File: src/rtl/ahb_req_manager_pkg.sv
// Shared configuration type, AHB-Lite encodings and request legality helpers
// used by the AHB request manager and its interface.
package ahb_req_manager_pkg;

    typedef struct packed {
        int PA_BITS;
        int AHBW;
        int XLEN;
    } cvw_t;

    localparam cvw_t CVW_DEFAULT = '{PA_BITS: 32, AHBW: 32, XLEN: 32};

    localparam logic [1:0] AHB_HTRANS_IDLE   = 2'b00;
    localparam logic [1:0] AHB_HTRANS_NONSEQ = 2'b10;
    localparam logic [2:0] AHB_HBURST_SINGLE = 3'b000;
    localparam logic [3:0] AHB_HPROT_DEFAULT = 4'b0011;

    // A transfer may not be wider than the data bus and must be naturally aligned.
    function automatic logic req_legal(input logic [2:0] size, input logic [63:0] adr,
                                       input int ahbw);
        logic [63:0] mask;
        mask = (64'd1 << size) - 64'd1;
        return (int'(size) <= $clog2(ahbw / 8)) && ((adr & mask) == 64'd0);
    endfunction

endpackage

File: src/rtl/ahb_req_manager_if.sv
// Request/response stream plus AHB-Lite manager bus signals; the master modport
// is the manager side, the slave modport is the requester/subordinate side.
interface ahb_req_manager_if
    import ahb_req_manager_pkg::*;
#(
    parameter cvw_t P = CVW_DEFAULT
) ();

    logic                    ReqValid;
    logic                    ReqReady;
    logic [P.PA_BITS-1:0]    ReqAdr;
    logic                    ReqWrite;
    logic [2:0]              ReqSize;
    logic [P.AHBW-1:0]       ReqWData;
    logic [P.AHBW/8-1:0]     ReqStrb;

    logic                    RspValid;
    logic [P.AHBW-1:0]       RspRData;
    logic                    RspErr;

    logic [P.PA_BITS-1:0]    HADDR;
    logic                    HWRITE;
    logic [2:0]              HSIZE;
    logic [2:0]              HBURST;
    logic [3:0]              HPROT;
    logic [1:0]              HTRANS;
    logic                    HMASTLOCK;
    logic [P.AHBW-1:0]       HWDATA;
    logic [P.AHBW/8-1:0]     HWSTRB;
    logic [P.AHBW-1:0]       HRDATA;
    logic                    HREADY;
    logic                    HRESP;

    modport master (
        input  ReqValid, ReqAdr, ReqWrite, ReqSize, ReqWData, ReqStrb,
        input  HRDATA, HREADY, HRESP,
        output ReqReady, RspValid, RspRData, RspErr,
        output HADDR, HWRITE, HSIZE, HBURST, HPROT, HTRANS, HMASTLOCK, HWDATA, HWSTRB
    );

    modport slave (
        output ReqValid, ReqAdr, ReqWrite, ReqSize, ReqWData, ReqStrb,
        output HRDATA, HREADY, HRESP,
        input  ReqReady, RspValid, RspRData, RspErr,
        input  HADDR, HWRITE, HSIZE, HBURST, HPROT, HTRANS, HMASTLOCK, HWDATA, HWSTRB
    );

endinterface

File: src/rtl/ahb_req_manager.sv
// AHB-Lite manager: converts a valid/ready single-beat request stream into pipelined
// SINGLE transfers with one address phase and one data phase overlapped.
module ahb_req_manager
    import ahb_req_manager_pkg::*;
#(
    parameter cvw_t P = CVW_DEFAULT
) (
    input  logic              HCLK,
    input  logic              HRESETn,
    ahb_req_manager_if.master bus
);

    localparam int AW = P.PA_BITS;
    localparam int DW = P.AHBW;
    localparam int SW = P.AHBW / 8;

    logic          a_valid;
    logic [AW-1:0] a_addr;
    logic          a_write;
    logic [2:0]    a_size;
    logic [DW-1:0] a_wdata;
    logic [SW-1:0] a_strb;

    logic          d_valid;
    logic          d_write;
    logic [DW-1:0] d_wdata;
    logic [SW-1:0] d_strb;

    logic          rsp_valid;
    logic [DW-1:0] rsp_rdata;
    logic          rsp_err;

    logic          a_load;
    logic          accept;
    logic          d_done;

    // An empty address stage may be refilled even during a wait state: the bus is idle.
    assign a_load = ~a_valid | bus.HREADY;
    assign accept = HRESETn & a_load & bus.ReqValid;
    assign d_done = bus.HREADY & d_valid;

    always_ff @(posedge HCLK) begin
        if (!HRESETn) begin
            a_valid <= 1'b0;
            a_addr  <= '0;
            a_write <= 1'b0;
            a_size  <= '0;
            a_wdata <= '0;
            a_strb  <= '0;
        end else if (a_load) begin
            a_valid <= accept;
            a_addr  <= accept ? bus.ReqAdr   : '0;
            a_write <= accept ? bus.ReqWrite : 1'b0;
            a_size  <= accept ? bus.ReqSize  : '0;
            a_wdata <= accept ? bus.ReqWData : '0;
            a_strb  <= accept ? bus.ReqStrb  : '0;
        end
    end

    always_ff @(posedge HCLK) begin
        if (!HRESETn) begin
            d_valid <= 1'b0;
            d_write <= 1'b0;
            d_wdata <= '0;
            d_strb  <= '0;
        end else if (bus.HREADY) begin
            d_valid <= a_valid;
            d_write <= a_write;
            d_wdata <= a_wdata;
            d_strb  <= a_strb;
        end
    end

    always_ff @(posedge HCLK) begin
        if (!HRESETn) begin
            rsp_valid <= 1'b0;
            rsp_rdata <= '0;
            rsp_err   <= 1'b0;
        end else begin
            rsp_valid <= d_done;
            rsp_rdata <= (d_done && !d_write) ? bus.HRDATA : '0;
            rsp_err   <= d_done & bus.HRESP;
        end
    end

    assign bus.ReqReady  = HRESETn & a_load;
    assign bus.RspValid  = rsp_valid;
    assign bus.RspRData  = rsp_rdata;
    assign bus.RspErr    = rsp_err;

    assign bus.HTRANS    = a_valid ? AHB_HTRANS_NONSEQ : AHB_HTRANS_IDLE;
    assign bus.HADDR     = a_addr;
    assign bus.HWRITE    = a_write;
    assign bus.HSIZE     = a_size;
    assign bus.HBURST    = AHB_HBURST_SINGLE;
    assign bus.HPROT     = AHB_HPROT_DEFAULT;
    assign bus.HMASTLOCK = 1'b0;
    assign bus.HWDATA    = (d_valid && d_write) ? d_wdata : '0;
    assign bus.HWSTRB    = (d_valid && d_write) ? d_strb  : '0;

    // Oversized or misaligned requests are still forwarded; this only flags them.
    req_legal_check: assert property (@(posedge HCLK) disable iff (!HRESETn)
        accept |-> req_legal(bus.ReqSize, 64'(bus.ReqAdr), DW));

endmodule

File: src/flat_wrapper.sv
// flat-port wrapper written by rule: the top's interface ports become plain ports
module ahb_req_manager_flat import ahb_req_manager_pkg::*;
#(
    parameter cvw_t P = CVW_DEFAULT
)
  (HCLK, HRESETn, bus_ReqValid, bus_ReqAdr, bus_ReqWrite, bus_ReqSize, bus_ReqWData, bus_ReqStrb, bus_HRDATA, bus_HREADY, bus_HRESP, bus_ReqReady, bus_RspValid, bus_RspRData, bus_RspErr, bus_HADDR, bus_HWRITE, bus_HSIZE, bus_HBURST, bus_HPROT, bus_HTRANS, bus_HMASTLOCK, bus_HWDATA, bus_HWSTRB);
  ahb_req_manager_if #(.P(P)) bus_i ();
  input  logic HCLK;
  input  logic HRESETn;
  input wire logic [$bits(bus_i.ReqValid)-1:0] bus_ReqValid;
  input wire logic [$bits(bus_i.ReqAdr)-1:0] bus_ReqAdr;
  input wire logic [$bits(bus_i.ReqWrite)-1:0] bus_ReqWrite;
  input wire logic [$bits(bus_i.ReqSize)-1:0] bus_ReqSize;
  input wire logic [$bits(bus_i.ReqWData)-1:0] bus_ReqWData;
  input wire logic [$bits(bus_i.ReqStrb)-1:0] bus_ReqStrb;
  input wire logic [$bits(bus_i.HRDATA)-1:0] bus_HRDATA;
  input wire logic [$bits(bus_i.HREADY)-1:0] bus_HREADY;
  input wire logic [$bits(bus_i.HRESP)-1:0] bus_HRESP;
  output wire logic [$bits(bus_i.ReqReady)-1:0] bus_ReqReady;
  output wire logic [$bits(bus_i.RspValid)-1:0] bus_RspValid;
  output wire logic [$bits(bus_i.RspRData)-1:0] bus_RspRData;
  output wire logic [$bits(bus_i.RspErr)-1:0] bus_RspErr;
  output wire logic [$bits(bus_i.HADDR)-1:0] bus_HADDR;
  output wire logic [$bits(bus_i.HWRITE)-1:0] bus_HWRITE;
  output wire logic [$bits(bus_i.HSIZE)-1:0] bus_HSIZE;
  output wire logic [$bits(bus_i.HBURST)-1:0] bus_HBURST;
  output wire logic [$bits(bus_i.HPROT)-1:0] bus_HPROT;
  output wire logic [$bits(bus_i.HTRANS)-1:0] bus_HTRANS;
  output wire logic [$bits(bus_i.HMASTLOCK)-1:0] bus_HMASTLOCK;
  output wire logic [$bits(bus_i.HWDATA)-1:0] bus_HWDATA;
  output wire logic [$bits(bus_i.HWSTRB)-1:0] bus_HWSTRB;
  assign bus_i.ReqValid = bus_ReqValid;
  assign bus_i.ReqAdr = bus_ReqAdr;
  assign bus_i.ReqWrite = bus_ReqWrite;
  assign bus_i.ReqSize = bus_ReqSize;
  assign bus_i.ReqWData = bus_ReqWData;
  assign bus_i.ReqStrb = bus_ReqStrb;
  assign bus_i.HRDATA = bus_HRDATA;
  assign bus_i.HREADY = bus_HREADY;
  assign bus_i.HRESP = bus_HRESP;
  assign bus_ReqReady = bus_i.ReqReady;
  assign bus_RspValid = bus_i.RspValid;
  assign bus_RspRData = bus_i.RspRData;
  assign bus_RspErr = bus_i.RspErr;
  assign bus_HADDR = bus_i.HADDR;
  assign bus_HWRITE = bus_i.HWRITE;
  assign bus_HSIZE = bus_i.HSIZE;
  assign bus_HBURST = bus_i.HBURST;
  assign bus_HPROT = bus_i.HPROT;
  assign bus_HTRANS = bus_i.HTRANS;
  assign bus_HMASTLOCK = bus_i.HMASTLOCK;
  assign bus_HWDATA = bus_i.HWDATA;
  assign bus_HWSTRB = bus_i.HWSTRB;
  ahb_req_manager #(.P(P)) u_core (.HCLK(HCLK), .HRESETn(HRESETn), .bus(bus_i));
endmodule
File: config.mk
export PLATFORM = sky130hd
export DESIGN_NAME = ahb_req_manager_flat
export DESIGN_NICKNAME = d
export VERILOG_FILES = /design/src/rtl/ahb_req_manager_pkg.sv /design/src/rtl/ahb_req_manager_if.sv /design/src/rtl/ahb_req_manager.sv /design/src/flat_wrapper.sv
export SDC_FILE = /design/constraint.sdc
export NUM_CORES = 1
export LEC_CHECK = 0
export CAP_MARGIN = 20
export CORE_MARGIN = 1
export CORE_UTILIZATION = 39
export DETAILED_ROUTE_END_ITERATION = 10
export GPL_TIMING_DRIVEN = 0
export PLACE_DENSITY = 0.76
export SLEW_MARGIN = 10
export SYNTH_ARGS = -nofsm -noshare
export SYNTH_HDL_FRONTEND = slang
export SYNTH_SLANG_ARGS = --single-unit
export TNS_END_PERCENT = 10
File: constraint.sdc
create_clock -name HCLK -period 1.4 [get_ports HCLK]
set_clock_uncertainty 0.2 [all_clocks]
set_input_delay 0.35 -clock HCLK [delete_from_list [all_inputs] [get_ports HCLK]]
set_output_delay 0.35 -clock HCLK [all_outputs]
set_load 0.01 [all_outputs]
# Word level (Yosys, flattened, before mapping)
# Cells that the tools add are included.
# word_totals
mem_bits_rw	0
latch_bits	0
rom_bits	0
memories	0
ff_bits	145
input_bits	109
output_inout_bits	117
# op_classes
add_sub_neg	0
muxes	8
n_eq_ne	0
n_reduce_logical	4
n_lt_le_gt_ge	0
shift	0
multipliers	0
div	0
n_bitwise	6
# op_table
op	n
$mux W32	3
$mux W4	2
$and A1 B1 Y1	4
$mux W3	1
$logic_and A1 B1 Y1	2
$mux W2	1
$reduce_and A2 Y1	1
$logic_not A1 Y1	1
$mux W1	1
$not A1 Y1	1
$or A1 B1 Y1	1

# Logic depth before layout (Yosys ltp)
# logic_depth
ltp_word	5
ltp_mapped	6
ltp_nobuf	3

# Least setup slack after synthesis
# OpenSTA, ideal clock, no wires.
# synth_timing
path_kind	input port to output port
startpoint	input bus_HREADY
endpoint	output bus_ReqReady
setup_slack_ps	-210
t_arrival_ps	1060
path_stages	5
cell_sequence	buf_2 nand2b_1 buf_6 buf_6 and2_1
# synth_between
elab_chain_len	2
# synth_lines
element	line	text
start, declared	flat_wrapper.sv:17	input wire logic [$bits(bus_i.HREADY)-1:0] bus_HREADY;
$or A1 B1 Y1	ahb_req_manager.sv:38	assign a_load = ~a_valid | bus.HREADY;
$and A1 B1 Y1	ahb_req_manager.sv:86	assign bus.ReqReady = HRESETn & a_load;
end, declared	flat_wrapper.sv:19	output wire logic [$bits(bus_i.ReqReady)-1:0] bus_ReqReady;
# Every way passes these cells.

# Worst setup path in the final report
# layout_timing
startpoint	register u_core.d_write
endpoint	output bus_HWDATA[17]
# layout_between
elab_chain_len	2
# layout_lines
element	line	text
start, declared	ahb_req_manager.sv:25	logic d_write;
start signal, assigned	ahb_req_manager.sv:68	d_write <= a_write;
$logic_and A1 B1 Y1	ahb_req_manager.sv:98	assign bus.HWDATA = (d_valid && d_write) ? d_wdata : '0;
$mux W32	ahb_req_manager.sv:98	
end, declared	flat_wrapper.sv:30	output wire logic [$bits(bus_i.HWDATA)-1:0] bus_HWDATA;
# Every way passes these cells.

==> results by group <==
Worst setup path
  – Critical Path Sink Type: output port
  – Critical R2R Launch: u_core.d_valid
  – Worst-path fanout max: 5
  – FF-to-FF path depth: 5
  – Worst EP required: about 0.85 ns
  – Critical path class: reg -> out
  – CP startpoint kind: flip-flop
  – CP startpoint: u_core.d_write
  – Worst reg2reg setup slack: -0.02 ns
  – Slowest stage cell, crit path: dfxtp_2
  – Worst EP arrival: 1.40 ns
  – R2R Path End: u_core.bus.RspRData[5]
  – Crit-path cells: buf_8 > buf_6 > buf_8 > and3_4 > buf_6
  – Critical Path End: bus_HWDATA[17]
  – Largest stage delay, worst path: 0.33 ns

Power
  – Sw Ratio: 0.249
  – Overall Power: a little under 10000 uW
  – Clk network pwr share: 0.436
  – Leak pwr: 0.00385 uW
  – Logic pwr share: 0.114
  – VDD IR-drop max: slightly below 0.8 mV
  – Int Pwr: 7250 uW
  – PwrDens: ~1100 nW/um^2
  – Psw: between 2000 and 2500 uW
  – Sequential share of power: 0.451

Place
  – Gpl congestion: between 0.7 and 0.8
  – Final HPWL DP: roughly 11000 microns
  – Placed cells: between 900 and 1000
  – Dpl ws: -1.50 ns
  – Port Buffers: between 200 and 250

Floorplan
  – Die Wd: 121 microns
  – # IOs: roughly 230
  – Std-Cell Rows: 43
  – Die area: ~15000 sq um
  – Effective utilization at floorplan: 0.399
  – Die Y: between 100 and 150 microns
  – CORE AREA: ~14000 sq um

Timing
  – Fmax: 513 MHz
  – Final setup vio count: 107
  – Max-slew violations: 0
  – Final Hold Fails: 0
  – Unrepaired setup endpoints after global routing: yes
  – Period minus WS final: between 1.5 and 2 ns
  – Setup slack after layout: -0.549 ns
  – Final Cycle Share: 1.39

Drt
  – Drt initial violations: around 260
  – Post-route ant nets: 0
  – First-pass DRT Iterations: 4
  – Drt wl/cell: 15.6 microns
  – Vias: between 4000 and 5000
  – Vias per Instance: a little under 5
  – Residual DRC: 0
  – Final WL: 16000 microns

GRT
  – Vias in the first global route: ~5000
  – Total congestion overflow: 0
  – Initial antenna violation count: 0
  – Global-route usage over all layers: 0.216
  – First-pass GRT wire length: 24400 microns
  – Largest net degree at the start of global routing: 17

Synthesis
  – Seq/Total Area, Yosys: 0.524
  – Ys Warns: 0
  – Synth top area cells: dfxtp_1 52%, a21boi_1 9.4%, mux2i_1 6.9%
  – Syn Inst Count: ~580
  – Async S/R FF share, synth: 0
  – Yosys top cell area share: 0.524
  – Post-synth EDFFs: 0
  – Ys flop type: dfxtp_1
  – Mapped Area: around 5500 sq um
  – Distinct cells, synth: 19
  – Yosys reg bits: around 150
  – Yosys top cell by area: dfxtp_1
  – Syn avg cell area: approximately 9.6 sq um

Layout
  – FF+latch area: roughly 3000 sq um
  – Synthesis-to-finish area growth: 61.7%
  – Final core occ: 0.645
  – Antenna Cells: 0
  – Filler Cell Count: around 1100
  – Fraction of layout cells with a size suffix above 1: 0.332
  – Most frequent cells in the layout: 105 x clkdlybuf4s50_1, 98 x dfxtp_1, 89 x buf_6
  – Nets@finish: 942
  – Commonest non-fill, non-tap cell in the layout: clkdlybuf4s50_1
  – Multi-input logic area: ~2400 sq um
  – Non-Filler Instances: about 1000

Hold path
  – Type of the tightest min-delay check: in -> reg

Outcome
  – Failing checks: negative setup slack
  – Status: finished with violations

CTS
  – TritonCTS sink count: between 100 and 150
  – Clock-pin transition on the worst setup and hold timing paths: around 0.060 ns
  – Htree depth: 4
  – Longest Clk Path Bufs: 2
  – Cts hold-fix bufs: 0
  – Root Driver: clkbuf_16
  – CTS tree: built
  – TritonCTS Buffers: 17
  – Clk_lat worst skew: 0.42 ns

Flow run
  – MaxCap Viol Count: 0
[registers in the layout, summed over array words and instances, names as in the netlist, 3 cells and up]
| register | count |
|---|---|
| u_core.a_wdata | 32 |
| u_core.bus.HADDR | 32 |
| u_core.bus.RspRData | 32 |
| u_core.d_wdata | 32 |
| u_core.a_strb | 4 |
| u_core.d_strb | 4 |
| u_core.bus.HSIZE | 3 |
[kinds of logic (layout without fill, tap and decap cells)]
family,Yosys count,in the layout,share of synthesized area
multiplexers,38,38,0.0687
AND/OR/NAND/NOR,256,256,0.241
AO/OA/AOI/OAI,73,73,0.0990
flip-flops,145,145,0.524
buffers and inverters,62,325,0.0657
other,2,9,0.00136
[per-stage QoR]
| step | hold WS [ns] | setup TNS [ns] | area (sq um) |
|---|---|---|---|
| 4_1_cts | 0.149 | -20.79 | 8730 |
| 3_5_place_dp | 0.243 | -114.07 | 7960 |
| 3_3_place_gp | 0.236 | -109.13 | 7960 |
| 2_1_floorplan | 0.230 | -0.449 | 5590 |
| 5_1_grt | 0.163 | -24.72 | 8950 |
| 6_report | 0.143 | -19.01 | 8950 |
[power by group through the flow]
stage | registers [uW] | logic, uW | clock network [uW]
final | 4350 | 1100 | 4200
after global routing | 4360 | 1180 | 4490
after CTS | 4350 | 1070 | 4280
after detailed placement | 4420 | 991 | 0
after global placement | 4410 | 972 | 0
after floorplan | 4430 | 431 | 0
[layer usage]
layer,share of wire,global-route usage,vias up
met5,0,0,-
met4,0.020,0.0903,0
met3,0.067,0.0587,25
met2,0.50,0.384,171
met1,0.41,0.241,2339
li1,-,-,2421
[critical path, delay by kind of cell (launching register included)]
| kind | cells | cell delay, ns |
|---|---|---|
| DFF | 1 | 0.33 |
| and+or+nand+nor | 1 | 0.16 |
| buffers and inverters | 4 | 0.49 |
[how the worst min path moves through the flow]
stage,slack [ns],start,end,depth (start not counted)
after detailed placement,0.24,u_core.bus.HADDR[19],u_core.bus.HADDR[19],2
after global routing,0.16,bus_ReqValid,u_core.bus.HWRITE,3
final,0.14,bus_ReqValid,u_core.bus.HADDR[31],3
after CTS,0.15,bus_ReqValid,u_core.bus.HADDR[31],3
after global placement,0.24,u_core.a_wdata[14],u_core.a_wdata[14],2
after floorplan,0.23,u_core.a_strb[0],u_core.a_strb[0],2
[cells in the mapped netlist (7+ instances only)]
cell	number
dfxtp_1	145
nor2b_1	39
and3_1	37
buf_4	12
a21boi_1	69
buf_2	12
buf_6	9
buf_1	7
nand2_1	72
and2_1	34
nand3_1	72
clkbuf_1	19
mux2i_1	38
[cell type report]
type,count,area share
clock buffers,17,0.0475
well taps,180,0.0252
repair buffers,232,0.246
plain buffers,61,0.0639
clock inverters,15,0.0140
flip-flops and latches,145,0.331
multi-input cells,376,0.273
[repair_timing]
action                     CTS  global route
gates cloned                 3             1
hold endpoints to repair     0             0
setup endpoints to repair  248           208
buffers inserted             8             6
pin swaps                    9             3
resized for setup          600            51
Power figures use the tool's default switching activity.
